===== src/rtl/apb_master_if.sv =====
// Command/response handshake and APB bus signals of the single-outstanding APB requester.
// The master modport is the requester's view; the slave modport is the controller/peripheral side.
interface apb_master_if #(
  parameter int datawidth    = 32,
  parameter int addresswidth = 8
);
  logic                    cmd_valid;
  logic                    cmd_ready;
  logic                    cmd_write;
  logic [addresswidth-1:0] cmd_addr;
  logic [datawidth-1:0]    cmd_wdata;
  logic                    rsp_valid;
  logic [datawidth-1:0]    rsp_rdata;
  logic                    rsp_err;
  logic                    psel;
  logic                    penable;
  logic                    pwrite;
  logic [addresswidth-1:0] paddr;
  logic [datawidth-1:0]    pwdata;
  logic [datawidth-1:0]    prdata;
  logic                    pready;
  logic                    pslverr;

  modport master (
    input  cmd_valid, cmd_write, cmd_addr, cmd_wdata, prdata, pready, pslverr,
    output cmd_ready, rsp_valid, rsp_rdata, rsp_err, psel, penable, pwrite, paddr, pwdata
  );

  modport slave (
    output cmd_valid, cmd_write, cmd_addr, cmd_wdata, prdata, pready, pslverr,
    input  cmd_ready, rsp_valid, rsp_rdata, rsp_err, psel, penable, pwrite, paddr, pwdata
  );
endinterface


===== src/rtl/apb_master.sv =====
// Single-outstanding APB requester: turns one command into an APB SETUP/ACCESS transfer,
// honouring pready wait states and pslverr, and aborting a stalled ACCESS after `timeout` cycles.
module apb_master #(
  parameter int datawidth    = 32,
  parameter int addresswidth = 8,
  parameter int timeout      = 16
) (
  input logic          clk,
  input logic          rst_n,
  apb_master_if.master bus
);

  typedef enum logic [1:0] {IDLE, SETUP, ACCESS} state_t;

  localparam logic [7:0] LAST_WAIT = 8'(timeout - 1);

  state_t                  state;
  logic [7:0]              wait_cnt;
  logic                    pwrite_q;
  logic [addresswidth-1:0] paddr_q;
  logic [datawidth-1:0]    pwdata_q;
  logic                    rsp_valid_q;
  logic                    rsp_err_q;
  logic [datawidth-1:0]    rsp_rdata_q;

  always_ff @(posedge clk or negedge rst_n) begin
    if (!rst_n) begin
      state       <= IDLE;
      wait_cnt    <= '0;
      pwrite_q    <= 1'b0;
      paddr_q     <= '0;
      pwdata_q    <= '0;
      rsp_valid_q <= 1'b0;
      rsp_err_q   <= 1'b0;
      rsp_rdata_q <= '0;
    end else begin
      rsp_valid_q <= 1'b0;
      case (state)
        IDLE: begin
          if (bus.cmd_valid) begin
            pwrite_q <= bus.cmd_write;
            paddr_q  <= bus.cmd_addr;
            pwdata_q <= bus.cmd_wdata;
            state    <= SETUP;
          end
        end
        SETUP: begin
          wait_cnt <= '0;
          state    <= ACCESS;
        end
        ACCESS: begin
          // pready is tested first so a response on the timeout edge still completes normally
          if (bus.pready) begin
            rsp_valid_q <= 1'b1;
            rsp_err_q   <= bus.pslverr;
            rsp_rdata_q <= (!pwrite_q && !bus.pslverr) ? bus.prdata : '0;
            state       <= IDLE;
          end else if (wait_cnt == LAST_WAIT) begin
            rsp_valid_q <= 1'b1;
            rsp_err_q   <= 1'b1;
            rsp_rdata_q <= '0;
            state       <= IDLE;
          end else begin
            wait_cnt <= wait_cnt + 8'd1;
          end
        end
        default: state <= IDLE;
      endcase
    end
  end

  assign bus.cmd_ready = (state == IDLE);
  assign bus.psel      = (state != IDLE);
  assign bus.penable   = (state == ACCESS);
  assign bus.pwrite    = pwrite_q;
  assign bus.paddr     = paddr_q;
  assign bus.pwdata    = pwdata_q;
  assign bus.rsp_valid = rsp_valid_q;
  assign bus.rsp_err   = rsp_err_q;
  assign bus.rsp_rdata = rsp_rdata_q;

endmodule


===== src/flat_wrapper.sv =====
// flat-port wrapper written by rule: the top's interface ports become plain ports
module apb_master_flat 
#(
  parameter int datawidth    = 32,
  parameter int addresswidth = 8,
  parameter int timeout      = 16
)
  (clk, rst_n, bus_cmd_valid, bus_cmd_write, bus_cmd_addr, bus_cmd_wdata, bus_prdata, bus_pready, bus_pslverr, bus_cmd_ready, bus_rsp_valid, bus_rsp_rdata, bus_rsp_err, bus_psel, bus_penable, bus_pwrite, bus_paddr, bus_pwdata);
  apb_master_if #(.datawidth(datawidth), .addresswidth(addresswidth)) bus_i ();
  input logic clk;
  input logic rst_n;
  input wire logic [$bits(bus_i.cmd_valid)-1:0] bus_cmd_valid;
  input wire logic [$bits(bus_i.cmd_write)-1:0] bus_cmd_write;
  input wire logic [$bits(bus_i.cmd_addr)-1:0] bus_cmd_addr;
  input wire logic [$bits(bus_i.cmd_wdata)-1:0] bus_cmd_wdata;
  input wire logic [$bits(bus_i.prdata)-1:0] bus_prdata;
  input wire logic [$bits(bus_i.pready)-1:0] bus_pready;
  input wire logic [$bits(bus_i.pslverr)-1:0] bus_pslverr;
  output wire logic [$bits(bus_i.cmd_ready)-1:0] bus_cmd_ready;
  output wire logic [$bits(bus_i.rsp_valid)-1:0] bus_rsp_valid;
  output wire logic [$bits(bus_i.rsp_rdata)-1:0] bus_rsp_rdata;
  output wire logic [$bits(bus_i.rsp_err)-1:0] bus_rsp_err;
  output wire logic [$bits(bus_i.psel)-1:0] bus_psel;
  output wire logic [$bits(bus_i.penable)-1:0] bus_penable;
  output wire logic [$bits(bus_i.pwrite)-1:0] bus_pwrite;
  output wire logic [$bits(bus_i.paddr)-1:0] bus_paddr;
  output wire logic [$bits(bus_i.pwdata)-1:0] bus_pwdata;
  assign bus_i.cmd_valid = bus_cmd_valid;
  assign bus_i.cmd_write = bus_cmd_write;
  assign bus_i.cmd_addr = bus_cmd_addr;
  assign bus_i.cmd_wdata = bus_cmd_wdata;
  assign bus_i.prdata = bus_prdata;
  assign bus_i.pready = bus_pready;
  assign bus_i.pslverr = bus_pslverr;
  assign bus_cmd_ready = bus_i.cmd_ready;
  assign bus_rsp_valid = bus_i.rsp_valid;
  assign bus_rsp_rdata = bus_i.rsp_rdata;
  assign bus_rsp_err = bus_i.rsp_err;
  assign bus_psel = bus_i.psel;
  assign bus_penable = bus_i.penable;
  assign bus_pwrite = bus_i.pwrite;
  assign bus_paddr = bus_i.paddr;
  assign bus_pwdata = bus_i.pwdata;
  apb_master #(.datawidth(datawidth), .addresswidth(addresswidth), .timeout(timeout)) u_core (.clk(clk), .rst_n(rst_n), .bus(bus_i));
endmodule

===== config.mk =====
export PLATFORM = sky130hd
export DESIGN_NAME = apb_master_flat
export DESIGN_NICKNAME = d
export VERILOG_FILES = /design/src/rtl/apb_master_if.sv /design/src/rtl/apb_master.sv /design/src/flat_wrapper.sv
export SDC_FILE = /design/constraint.sdc
export NUM_CORES = 1
export LEC_CHECK = 0
export ABC_CLOCK_PERIOD_IN_PS = 2300
export BUFFER_PORTS_ARGS = -buffer_cell sky130_fd_sc_hd__buf_2
export CORE_MARGIN = 2
export CORE_UTILIZATION = 42
export CTS_CLUSTER_SIZE = 24
export DETAILED_ROUTE_END_ITERATION = 6
export GPL_TIMING_DRIVEN = 0
export PLACE_DENSITY_LB_ADDON = 0.08
export SETUP_SLACK_MARGIN = 0.4
export SYNTH_ARGS = -nofsm -noshare
export SYNTH_HDL_FRONTEND = slang
export SYNTH_SLANG_ARGS = --single-unit

===== constraint.sdc =====
create_clock -name clk -period 2.3 [get_ports clk]
set_input_delay 0.115 -clock clk [delete_from_list [all_inputs] [get_ports clk]]
set_output_delay 0.115 -clock clk [all_outputs]
set_load 0.01 [all_outputs]

# After elaboration in Yosys (flattened, before gate mapping)
# Index checks and enable logic that the tools add are counted.
word_totals:
  input_bits: 78
  rom_bits: 0
  word_cells: 42
  memories: 0
  reg_bits: 85
  latch_bits: 0
  mem_bits_rw: 0
classes:
  bitwise: 0
  n_eq_ne: 7
  shifts: 0
  n_mux: 15
  div_mod_pow: 0
  multipliers: 0
  addsub: 1
  order_cmp: 0
  reduce_logical: 11
ops:
  columns: ["cell", "n"]
  rows:
  - ["32-bit 2-to-1 mux", 3]
  - ["8-bit 2-to-1 mux", 2]
  - ["8-bit case mux with 2 select lines", 1]
  - ["8-bit by 1-bit adder with 8-bit output, second input constant", 1]
  - ["8-bit by 4-bit == test with 1-bit output, second input constant", 1]
  - ["2-bit 2-to-1 mux", 3]
  - ["2-bit inequality test, second input constant", 3]
  - ["2-bit case mux with 3 select lines", 1]
  - ["2-bit AND reduction", 3]
  - ["2-bit nonzero test", 3]
  - ["1-bit 2-to-1 mux", 5]
  - ["3-bit by 2-bit inequality test with 1-bit output, second input constant", 1]
  - ["3-bit AND reduction", 1]
  - ["2-bit by 1-bit == test with 1-bit output, second input constant", 1]
  - ["2-bit == test, second input constant", 1]
  - ["1-bit logical NOT", 2]
  - ["2-bit logical NOT", 1]
  - ["1-bit logical AND", 1]

# Logic depth before layout (Yosys ltp)
logic_depth:
  depth_word: 4
  mapped_depth: 6
  mapped_depth_nobuf: 6

# Worst setup path before layout
# Ideal clock, no wire load.
synth_timing:
  kind: "register to register"
  start: "register u_core.wait_cnt[5]"
  end: "register u_core.wait_cnt[7]"
  arrival_ns: 1.554
  stages_incl_launch_ff: 6
  setup_time_ns: 0.126
  setup_slack_ns: 0.619
  cell_sequence: "dfrtp_1 > or4_4 > o21ai_1 > buf_4 > nor4_1 > a311o_1"
synth_between:
  elab_chain_len: 4
  elab_cells_between_ends: 7
  classes_between: "add/sub (1); eq/ne (2); mux (3); reduce/logical (1)"
synth_lines:
  columns: ["element", "line", "rtl"]
  rows:
  - ["from (decl)", "apb_master.sv:18", "logic [7:0] wait_cnt;"]
  - ["from (signal assigned)", "apb_master.sv:64", "wait_cnt <= wait_cnt + 8'd1;"]
  - ["8-bit by 1-bit adder with 8-bit output", "apb_master.sv:64", null]
  - ["8-bit 2-to-1 mux", "apb_master.sv:58", "end else if (wait_cnt == LAST_WAIT) begin"]
  - ["8-bit 2-to-1 mux", "apb_master.sv:53", "if (bus.pready) begin"]
  - ["8-bit case mux with 2 select lines", "apb_master.sv:38", "case (state)"]
# Parallel ways exist; a longest one is shown, timed or not. The select of a mux whose other input is x is not followed.
# A chain may end at the register's enable or synchronous reset.

# Final worst setup path
layout_timing:
  start: "register u_core.wait_cnt[5]"
  end: "register u_core.rsp_rdata_q[11] (netlist: u_core.bus.rsp_rdata[11])"
layout_between:
  elab_chain_len: 3
layout_lines:
  columns: ["element", "line", "rtl"]
  rows:
  - ["8-bit by 4-bit == test with 1-bit output", "apb_master.sv:58", null]
  - ["2-bit nonzero test (no line)", null, null]
  - ["2-bit AND reduction (no line)", null, null]
  - ["to (signal assigned)", "apb_master.sv:56", "rsp_rdata_q <= (!pwrite_q && !bus.pslverr) ? bus.prdata : '0;"]
  - ["to (decl)", "apb_master.sv:24", "logic [datawidth-1:0] rsp_rdata_q;"]
# Every way passes these cells.

==> run_results.csv <==
group,metric,value,unit
routing,drt_iter0_markers,76,
routing,drt_wirelength,8.12,mm
power,intPower,3.86,mW
clock_network,post-cts-setup-buffers,0,
yosys,flip_flop_and_latch_count_after_synthesis,85,
placement,numPortBuffers,155,
setup_path,setup.worst_path.end_class,"register",
clock_network,cts-root-to-sink-buffers,2,
min_path,timing.hold.worst.class,"primary input to register",
die,chipHeight,91.9,um
setup_path,arrival,2040,ps
power,power_per_cell_area,1150,nW/um^2
sta,peak_freq,554,MHz
clock_network,cts_buffers,9,
clock_network,h_tree_depth,3,
power,max-vdd-ir-drop,758,uV
power,swShare,0.344,
sta,grt_setup_unrepaired,"no",
sta,max-slew-margin-rel,0.767,
final_layout,synthToLayoutAreaGrowth,57.5,%
die,floorplan.die.width,91.9,um
final_layout,area.sequential,2130,um^2
setup_path,critPathLaunchType,"register",
sta,fin_crit_sh,0.785,
routing,wl_per_cell,14.4,um
die,boundaryPins,156,
clock_network,clkSlewWorstSetupHoldPaths,80,ps
placement,place_inst,476,
yosys,asyncSetResetFlopFracSynth,1.00,
sta,timing_hold_violations_final,0,
yosys,syn-num-nets,297,
grt,global_route_usage_sum,0.200,
setup_path,worst-r2r-cell-count,5,
clock_network,ctsRootBufferMaster,"clkbuf_8",
placement,detailed_place_hpwl,5.08,mm
power,leakagePower,2.57,nW
clock_network,cts_sink_count,85,
power,power.combinational.fraction,0.404,
sta,maxSlewViolCount,0,
die,floorplan.initialDensity,0.427,
sta,final.setup.tns,0,ps
clock_network,cts_tree,"built",
sta,final_period_minus_worst_setup_slack,1810,ps
sta,setup_viol,0,
power,finalPower,5.88,mW
final_layout,layout.cells.non_filler,565,
routing,detail_route.drc_violations,0,
sta,timing_worst_slew_pin_value,350,ps
routing,route.vias.total,2669,
routing,drtPass1Iterations,4,
clock_network,clock_latency,340,ps
placement,pre_cts_slack,436,ps
routing,via_per_inst,4.72,
grt,number_of_global_route_vias_before_repair,2829,
setup_path,worstPathMaxFanout,10,
die,placeableCoreArea,7610,um^2
final_layout,insertedDiodeCount,0,
yosys,ys.warnings.count,0,
yosys,post_synth_design_cell_area,3250,um^2
min_path,timing.hold.worst_path_depth,2,
outcome,outcome,"completed",
setup_path,path_class,"register to register",
routing,antenna_violating_nets_post_route,0,
die,floorplan.rows,32,
yosys,synth_area_per_cell,14.9,um^2
power,total_switching_power,2.02,mW
placement,gp_congestion,0.725,
grt,largest_net_degree_at_the_start_of_global_routing,65,
yosys,yosys_most_used_dff,"dfrtp_1",
yosys,seq_area_frac_synth,0.655,
grt,grt.overflow.total,0,
power,seqPwrFrac,0.432,
placement,placed_area,4180,um^2
final_layout,layout.filler_cells,571,
yosys,synth_enable_flop_cells,0,
power,pwr-share-clk,0.164,
yosys,yosysUniqueCellTypes,37,
die,die-area,8450,um^2
sta,post-route-worst-setup-slack,494,ps
setup_path,crit_required,2530,ps
final_layout,layout.cell_area.non_filler,5110,um^2
final_layout,numnets_final,537,
final_layout,share_of_final_layout_standard_cells_stronger_than_drive_strength_1,0.501,
run,maxCapViolCount,0,
grt,antenna_found_initial,0,
final_layout,multi_input_comb_area,1030,um^2
grt,grt_first_pass_wirelength,13.6,mm
yosys,syn_inst,218,
sta,worst_setup_skew_after_layout,11.0,ps
Yosys cell counts, types with 2 or more instances:
| master | n | share of area |
|---|---|---|
| buf_2 | 7 | 0.011 |
| dfrtp_1 | 85 | 0.65 |
| inv_1 | 4 | 0.0046 |
| mux2_2 | 41 | 0.14 |
| nand3_1 | 5 | 0.0077 |
| nand2_1 | 3 | 0.0035 |
| nand2b_1 | 2 | 0.0039 |
| nor2_1 | 5 | 0.0058 |
| a22o_1 | 32 | 0.086 |
| buf_6 | 3 | 0.010 |
| o21ai_0 | 4 | 0.0062 |
| nor3b_1 | 2 | 0.0046 |
registers in the layout (all words and copies together) (netlist names):
name / count
u_core.bus.pwrite: 1
u_core.wait_cnt: 8
u_core.bus.rsp_valid: 1
u_core.bus.paddr: 8
u_core.bus.pwdata: 32
u_core.state: 2
u_core.bus.rsp_rdata: 32
u_core.bus.rsp_err: 1
layout make-up:
| cell class | instances | share of cell area |
|---|---|---|
| clock inverters | 7 | 0.0122 |
| flip-flops and latches | 85 | 0.416 |
| plain buffers | 12 | 0.0179 |
| inverters | 4 | 0.00294 |
| clock buffers | 9 | 0.0242 |
| well taps | 102 | 0.0250 |
| multi-input cells | 117 | 0.202 |
| repair buffers | 229 | 0.300 |
worst paths after layout:
| path | slack (ps) | end | start |
|---|---|---|---|
| hold reg to reg | 500 | u_core.bus.rsp_rdata[13]$_DFFE_PN0P_ | u_core.bus.rsp_rdata[13]$_DFFE_PN0P_ |
| hold / removal | 30 | u_core.bus.rsp_rdata[19]$_DFFE_PN0P_ | bus_prdata[19] |
| max in group asynchronous | 1500 | u_core.bus.rsp_rdata[25]$_DFFE_PN0P_ | rst_n |
| setup reg to reg | 490 | u_core.bus.rsp_rdata[11]$_DFFE_PN0P_ | u_core.wait_cnt[5]$_DFFE_PN0P_ |
| setup / recovery | 490 | u_core.bus.rsp_rdata[11]$_DFFE_PN0P_ | u_core.wait_cnt[5]$_DFFE_PN0P_ |
| min in group asynchronous | 200 | u_core.bus.pwdata[13]$_DFFE_PN0P_ | rst_n |
per-layer routing:
| metal | wire length, um | vias to the layer above | global-route usage |
|---|---|---|---|
| met5 | 0 | - | 0 |
| met4 | 157 | 0 | 0.0597 |
| met3 | 609 | 17 | 0.0624 |
| met2 | 3720 | 116 | 0.325 |
| met1 | 3630 | 1255 | 0.259 |
| li1 | - | 1281 | - |
critical path, stage by stage, from the launching register on:
cell,delay [ps]
dfrtp_1,440
or4_4,560
nor2_1,160
o21ai_2,140
buf_6,170
a22o_1,240
power groups by stage:
stage          logic [mW]  registers [mW]  clock network, mW
4_1_cts              2.37            2.53              0.999
3_3_place_gp         2.24            2.53                  0
3_5_place_dp         2.28            2.54                  0
5_1_grt              2.57            2.64               1.07
2_1_floorplan       0.948            2.88                  0
6_report             2.37            2.54              0.964
kinds of logic after synthesis:
family	Yosys count	synth area share
flops	85	0.655
compound gates	47	0.120
mux	41	0.142
simple gates	27	0.0474
buf+inv	16	0.0293
xor+xnor	1	0.00270
fa+ha+maj	1	0.00385
layout by cell type (no fill, tap or decap), types with 2 or more instances in the layout:
master | netlist | final
clkbuf_8 | 0 | 9
dlygate4sd3_1 | 0 | 73
nand2_1 | 3 | 3
buf_2 | 7 | 157
mux2_2 | 41 | 41
clkinv_4 | 0 | 2
clkbuf_4 | 0 | 4
nand3_1 | 5 | 5
o21ai_0 | 4 | 4
nor2_1 | 5 | 5
dfrtp_1 | 85 | 85
buf_4 | 1 | 2
clkinvlp_4 | 0 | 2
inv_1 | 4 | 4
a22o_1 | 32 | 32
nand2b_1 | 2 | 2
buf_6 | 3 | 3
timing repair:
| item | in CTS | in global routing |
|---|---|---|
| gates resized for setup | 0 | 7 |
| hold buffers | 73 | 0 |
| setup endpoints to repair | 0 | 40 |
| endpoints found under the hold margin | 93 | 0 |
metrics by stage:
stage / utilization / hold slack, ps
detailed placement: 0.550 / 29.5
CTS: 0.670 / 8.16
global placement: 0.546 / 334
floorplan: - / -181
global route: 0.672 / 8.32
finish: 0.672 / 25.4
(Power assumes the default switching activity.)
